File: src/rtl/r_alu_share_ctrl.sv
// r_alu_share_ctrl: round-robin sharing of one combinational RV32 R-type ALU
// between NREQ requesters. A granted request drives the ALU. Its result, the
// requester index and the tag are captured in a one-entry output slot. The
// slot is drained over a valid/ready response channel, and a new result can
// replace the old one on the same edge that the old one is taken.
module r_alu_share_ctrl #(
  parameter int NREQ = 2,
  parameter int XLEN = 32,
  parameter int TAGW = 5
) (
  input  logic                     clk_i,
  input  logic                     rst_ni,
  input  logic                     flush_i,
  input  logic [NREQ-1:0]          req_valid_i,
  output logic [NREQ-1:0]          req_ready_o,
  input  logic [NREQ*32-1:0]       req_instr_i,
  input  logic [NREQ*XLEN-1:0]     req_rv1_i,
  input  logic [NREQ*XLEN-1:0]     req_rv2_i,
  input  logic [NREQ*TAGW-1:0]     req_tag_i,
  output logic [31:0]              alu_idata_o,
  output logic [XLEN-1:0]          alu_rv1_o,
  output logic [XLEN-1:0]          alu_rv2_o,
  input  logic [XLEN-1:0]          alu_result_i,
  output logic                     rsp_valid_o,
  input  logic                     rsp_ready_i,
  output logic [XLEN-1:0]          rsp_data_o,
  output logic [$clog2(NREQ)-1:0]  rsp_id_o,
  output logic [TAGW-1:0]          rsp_tag_o,
  output logic                     rsp_err_o
);

  localparam int IDW = $clog2(NREQ);

  typedef enum logic {
    SLOT_EMPTY = 1'b0,
    SLOT_FULL  = 1'b1
  } slot_state_e;

  slot_state_e state_q, state_d;

  logic [IDW-1:0]  ptr_q, ptr_d;
  logic [XLEN-1:0] data_q;
  logic [IDW-1:0]  id_q;
  logic [TAGW-1:0] tag_q;
  logic            err_q;

  // Per-requester views of the packed input buses.
  logic [31:0]     instr_arr [NREQ];
  logic [XLEN-1:0] rv1_arr   [NREQ];
  logic [XLEN-1:0] rv2_arr   [NREQ];
  logic [TAGW-1:0] tag_arr   [NREQ];
  // cand_idx[k] is the requester checked k-th, counting from the RR pointer.
  logic [IDW-1:0]  cand_idx  [NREQ];

  logic            grant_any;
  logic [IDW-1:0]  grant_idx;
  logic [NREQ-1:0] grant_vec;
  logic            can_accept;
  logic            accept;
  logic            instr_legal;
  logic [IDW-1:0]  ptr_after_grant;

  for (genvar gi = 0; gi < NREQ; gi++) begin : g_req
    logic [IDW:0] sum;
    assign instr_arr[gi] = req_instr_i[gi*32 +: 32];
    assign rv1_arr[gi]   = req_rv1_i[gi*XLEN +: XLEN];
    assign rv2_arr[gi]   = req_rv2_i[gi*XLEN +: XLEN];
    assign tag_arr[gi]   = req_tag_i[gi*TAGW +: TAGW];
    // Pointer plus offset, wrapped modulo NREQ (the sum never reaches 2*NREQ).
    assign sum           = {1'b0, ptr_q} + (IDW+1)'(gi);
    assign cand_idx[gi]  = (sum >= (IDW+1)'(NREQ)) ? IDW'(sum - (IDW+1)'(NREQ))
                                                   : sum[IDW-1:0];
  end

  // Legal R-type: OP opcode, funct7 zero, or 0100000 only for SUB/SRA.
  function automatic logic is_legal_rtype(input logic [31:0] ins);
    logic alt_ok;
    alt_ok = (ins[31:25] == 7'b0100000) &&
             ((ins[14:12] == 3'b000) || (ins[14:12] == 3'b101));
    return (ins[6:0] == 7'b0110011) && ((ins[31:25] == 7'b0000000) || alt_ok);
  endfunction

  // Round-robin arbiter: first valid requester at or after the pointer.
  always_comb begin
    grant_any = 1'b0;
    grant_idx = '0;
    grant_vec = '0;
    for (int k = 0; k < NREQ; k++) begin
      if (!grant_any && req_valid_i[cand_idx[k]]) begin
        grant_any = 1'b1;
        grant_idx = cand_idx[k];
      end
    end
    if (grant_any) begin
      grant_vec[grant_idx] = 1'b1;
    end
  end

  // Steer the granted requester onto the shared ALU, or zeros when idle.
  always_comb begin
    alu_idata_o = '0;
    alu_rv1_o   = '0;
    alu_rv2_o   = '0;
    if (grant_any) begin
      alu_idata_o = instr_arr[grant_idx];
      alu_rv1_o   = rv1_arr[grant_idx];
      alu_rv2_o   = rv2_arr[grant_idx];
    end
  end

  assign instr_legal     = is_legal_rtype(alu_idata_o);
  assign ptr_after_grant = (grant_idx == IDW'(NREQ - 1)) ? '0 : grant_idx + 1'b1;

  // Slot FSM state register.
  always_ff @(posedge clk_i or negedge rst_ni) begin
    if (!rst_ni) begin
      state_q <= SLOT_EMPTY;
    end else begin
      state_q <= state_d;
    end
  end

  // Slot FSM next state: flush empties, accept fills, a drain without refill empties.
  always_comb begin
    state_d = state_q;
    if (flush_i) begin
      state_d = SLOT_EMPTY;
    end else if (accept) begin
      state_d = SLOT_FULL;
    end else if ((state_q == SLOT_FULL) && rsp_ready_i) begin
      state_d = SLOT_EMPTY;
    end
  end

  // Slot FSM outputs: accept only into a free or draining slot, never during flush or reset.
  always_comb begin
    can_accept  = ((state_q == SLOT_EMPTY) || rsp_ready_i) && !flush_i;
    accept      = can_accept && grant_any;
    req_ready_o = (can_accept && rst_ni) ? grant_vec : '0;
    rsp_valid_o = (state_q == SLOT_FULL);
  end

  // Round-robin pointer moves past the winner; flush restarts it at 0.
  always_comb begin
    ptr_d = ptr_q;
    if (flush_i) begin
      ptr_d = '0;
    end else if (accept) begin
      ptr_d = ptr_after_grant;
    end
  end

  // Pointer register.
  always_ff @(posedge clk_i or negedge rst_ni) begin
    if (!rst_ni) begin
      ptr_q <= '0;
    end else begin
      ptr_q <= ptr_d;
    end
  end

  // Capture the result on accept; illegal encodings report an error with zero data.
  always_ff @(posedge clk_i or negedge rst_ni) begin
    if (!rst_ni) begin
      data_q <= '0;
      id_q   <= '0;
      tag_q  <= '0;
      err_q  <= 1'b0;
    end else if (accept) begin
      data_q <= instr_legal ? alu_result_i : '0;
      id_q   <= grant_idx;
      tag_q  <= tag_arr[grant_idx];
      err_q  <= !instr_legal;
    end
  end

  assign rsp_data_o = data_q;
  assign rsp_id_o   = id_q;
  assign rsp_tag_o  = tag_q;
  assign rsp_err_o  = err_q;

endmodule

File: config.mk
export PLATFORM = sky130hd
export DESIGN_NAME = r_alu_share_ctrl
export DESIGN_NICKNAME = d
export VERILOG_FILES = /design/src/rtl/r_alu_share_ctrl.sv
export SDC_FILE = /design/constraint.sdc
export NUM_CORES = 1
export LEC_CHECK = 0
export BUFFER_PORTS_ARGS = -buffer_cell sky130_fd_sc_hd__buf_4
export CAP_MARGIN = 40
export CORE_AREA = 2 2 149 151
export DETAILED_ROUTE_END_ITERATION = 16
export DIE_AREA = 0 0 151 153
export SYNTH_ARGS = -nofsm -noshare
export SYNTH_HDL_FRONTEND = slang
export SYNTH_SLANG_ARGS = --single-unit
File: constraint.sdc
create_clock -name clk_i -period 5.1 [get_ports clk_i]
set_clock_uncertainty 0.1 [all_clocks]
set_input_delay 0.51 -clock clk_i [delete_from_list [all_inputs] [get_ports clk_i]]
set_output_delay 0.51 -clock clk_i [all_outputs]
set_load 0.01 [all_outputs]
==> metrics.cfg <==
[cells_and_area]
antennaDiodeCount=0
design_area_sq_um=5980
seq_area_sq_um=1030
nNetsFinal=857
area_growth_pct=115
drive_gt1_share_pct=69.2
fillers=2312
multi_input_area_sq_um=1580

[timing]
tightest_slew_ns=0.621
fin_crit_ns=3.03
hold_viol=0
finalSetupViolations=0
tns_ns=0
whs_ns=0.128
slew_violations=0
fmax_mhz=330
rsz0062_at_grt=no
relSlewSlack_pct=58.5
post-route-period-util_pct=59.4

[setup_path]
reg2reg_slack_ns=2.35
r2r_cells=7
start_kind=flip-flop
startpoint=ptr_q
cp_num_buf_inv=2
path_class=reg -> out
cpMaxStageDelayCell=buf_4
worstPathRequired_ns=4.49
crit_path_max_incr_delay_ns=0.53
cp-end-kind=output port
crit_fanout=52
cp_common_cell=buf_4
path_cells=nand2b_4 -> and2_4 -> buf_4 -> a22o_1 -> buf_4
cp.arrival_ns=2.42
path_delay_family=simple AND/OR/NAND/NOR gates
regToRegStartpoint=ptr_q
r2r-end=rsp_data_o[7]

[pwr]
pwr_density_cell_nw_per_um2=195
leakagePower_uw=0.00333
vdd_drop_max_uv=118
power_uw=1160

[synth]
synth-compound-area-share_pct=47.0
synth_cells=261
syn_area_sq_um=2790
yosysWarnings=0
synth-simple-area-share_pct=7.09
ys_seq_area_share_pct=36.8
ys.flop_type=dfrtp_1
ys_types=36
synth_top_family_by_area=compound AO/OA/AOI/OAI gates
synthArstFlopShare_pct=100
synth.area.top_cells=dfrtp_1 (37%), a22o_1 (29%), a32o_2 (12%), buf_6 (2.8%), clkbuf_1 (2.4%)
syn_nets=501
synth.area.mux_share_pct=1.80
synthAdderAreaFrac_pct=0
avgSynthCellArea_sq_um=10.7
yosysMostFrequentCell=a22o_1
synth_top_area_share_pct=36.8
synthXorXnorAreaFrac_pct=0.314
synthTopCellsByCount=a22o_1 (91), dfrtp_1 (41), a32o_2 (29)
synth_edf_count=0
synth_top_cell_by_area=dfrtp_1
synth-seq-cells=41

[routing]
drc=0
ant_nets=0
drt-total-wl_mm=15.0
first_pass_iters=4
wl_per_cell_um=16.7
drtIter0Drc=129
routed_via_density=4.20
via_count=3767

[floorplan]
start_util_pct=13.0
die_w_um=151
coreArea_sq_um=21500
pin_count=378
die-area_sq_um=23100
rows=54
fp.dieH_um=153

[placed_design]
numPortBuffers=377
gp_congestion=0.751
placed_cell_area_sq_um=5840
dp_hpwl_mm=12.2

[clock_tree]
numCtsBuffers=5
cts_hold_buf=0
cts_setup_buffers=0
cts-resized-gates=0
cts.sinks=41
clock_path_buffers=2
clk_pin_slew_ns=0.06
clock_latency_ns=0.28
cts_tree=done
htree_levels=2
cts-root-buf=clkbuf_16

[run]
drv_cap=0

[hold_path]
hold_class=in -> async

[global_routing]
grt_pass1_wl_mm=20.7
grt.total_usage_pct=11.5
grt-ovfl-total=0
grt_start_max_net_pins=58
antenna_found_initial=0
grt_pass1_vias=3578

[run_status]
outcome=finished clean

[worst max path at each step]
stage | slack [ns] | cells past startpoint | to
2_1_floorplan | 2.74 | 7 | alu_idata_o[13]
3_3_place_gp | 2.01 | 8 | rsp_data_o[14]
3_5_place_dp | 1.97 | 8 | rsp_data_o[22]
4_1_cts | 2.05 | 5 | alu_rv1_o[12]
5_1_grt | 1.94 | 5 | alu_rv1_o[12]
6_report | 2.07 | 5 | alu_rv1_o[12]
[report_power, final]
group / internal [uW] / leakage, uW / switching (uW) / total (uW)
Clock: 192 / 0.0000690 / 123 / 315
Sequential: 336 / 0.000555 / 6.56 / 343
Combinational: 287 / 0.00270 / 220 / 506
[flip-flops by register name, indices dropped and copies added (netlist names)]
name,flops
rsp_id_o,1
rsp_data_o,32
rsp_valid_o,1
rsp_tag_o,5
ptr_q,1
rsp_err_o,1
[area by class of cell]
cell class                      instances  share of cell area (%)
Clock buffer                            6                    2.32
Clock inverter                          1                   0.125
Inverter                                2                   0.125
Multi-Input combinational cell        184                    26.4
Sequential cell                        41                    17.1
Tap cell                              280                    5.86
Timing Repair Buffer                  383                    48.1
[cells by family (layout without fill, tap and decap cells)]
kind of cell,after synthesis,after routing
buffers and inverters,36,392
flip-flops,41,41
AND/OR/NAND/NOR,35,35
multiplexers,5,5
XOR/XNOR,1,1
AO/OA/AOI/OAI,143,143
[placed cells by master (no fill, tap or decap), types with 2 or more instances in the layout]
| cell | Yosys | layout |
|---|---|---|
| mux2i_1 | 5 | 5 |
| clkbuf_16 | 0 | 5 |
| nor2_1 | 4 | 4 |
| nand3_1 | 3 | 3 |
| inv_1 | 2 | 2 |
| buf_4 | 1 | 383 |
| a32o_1 | 3 | 3 |
| o21ai_0 | 8 | 8 |
| a32oi_1 | 3 | 3 |
| nor3_1 | 2 | 2 |
| and3_1 | 3 | 3 |
| a32o_2 | 29 | 29 |
| nand2_1 | 13 | 13 |
| a22o_1 | 91 | 91 |
| and2_1 | 2 | 2 |
| dfrtp_1 | 41 | 41 |
[per-layer routing]
metal | vias to the layer above | global-route usage [%] | wire length (um)
met1 | 1765 | 15.4 | 6380
met3 | 12 | 1.91 | 1160
met2 | 190 | 19.6 | 7300
met4 | 0 | 2.31 | 175
li1 | 1800 | - | -
met5 | - | 0 | 0
[worst register-to-register path: stages (launching register included)]
cell and delay, ns:
dfrtp_1 0.42, a21boi_4 0.15, buf_4 0.47, buf_4 0.54
a22o_1 0.27, o22ai_2 0.11, buf_4 0.25, a32o_2 0.33
[metrics by stage]
step | utilization (%) | setup slack, ns | instances
6_report | 27.8 | 2.07 | 897
5_1_grt | 27.8 | 1.94 | 897
4_1_cts | 27.8 | 2.05 | 897
3_5_place_dp | 27.2 | 1.97 | 890
3_3_place_gp | 27.2 | 2.01 | 890
2_1_floorplan | - | 2.74 | 261
No activity file was read; power rests on OpenSTA's default activity.
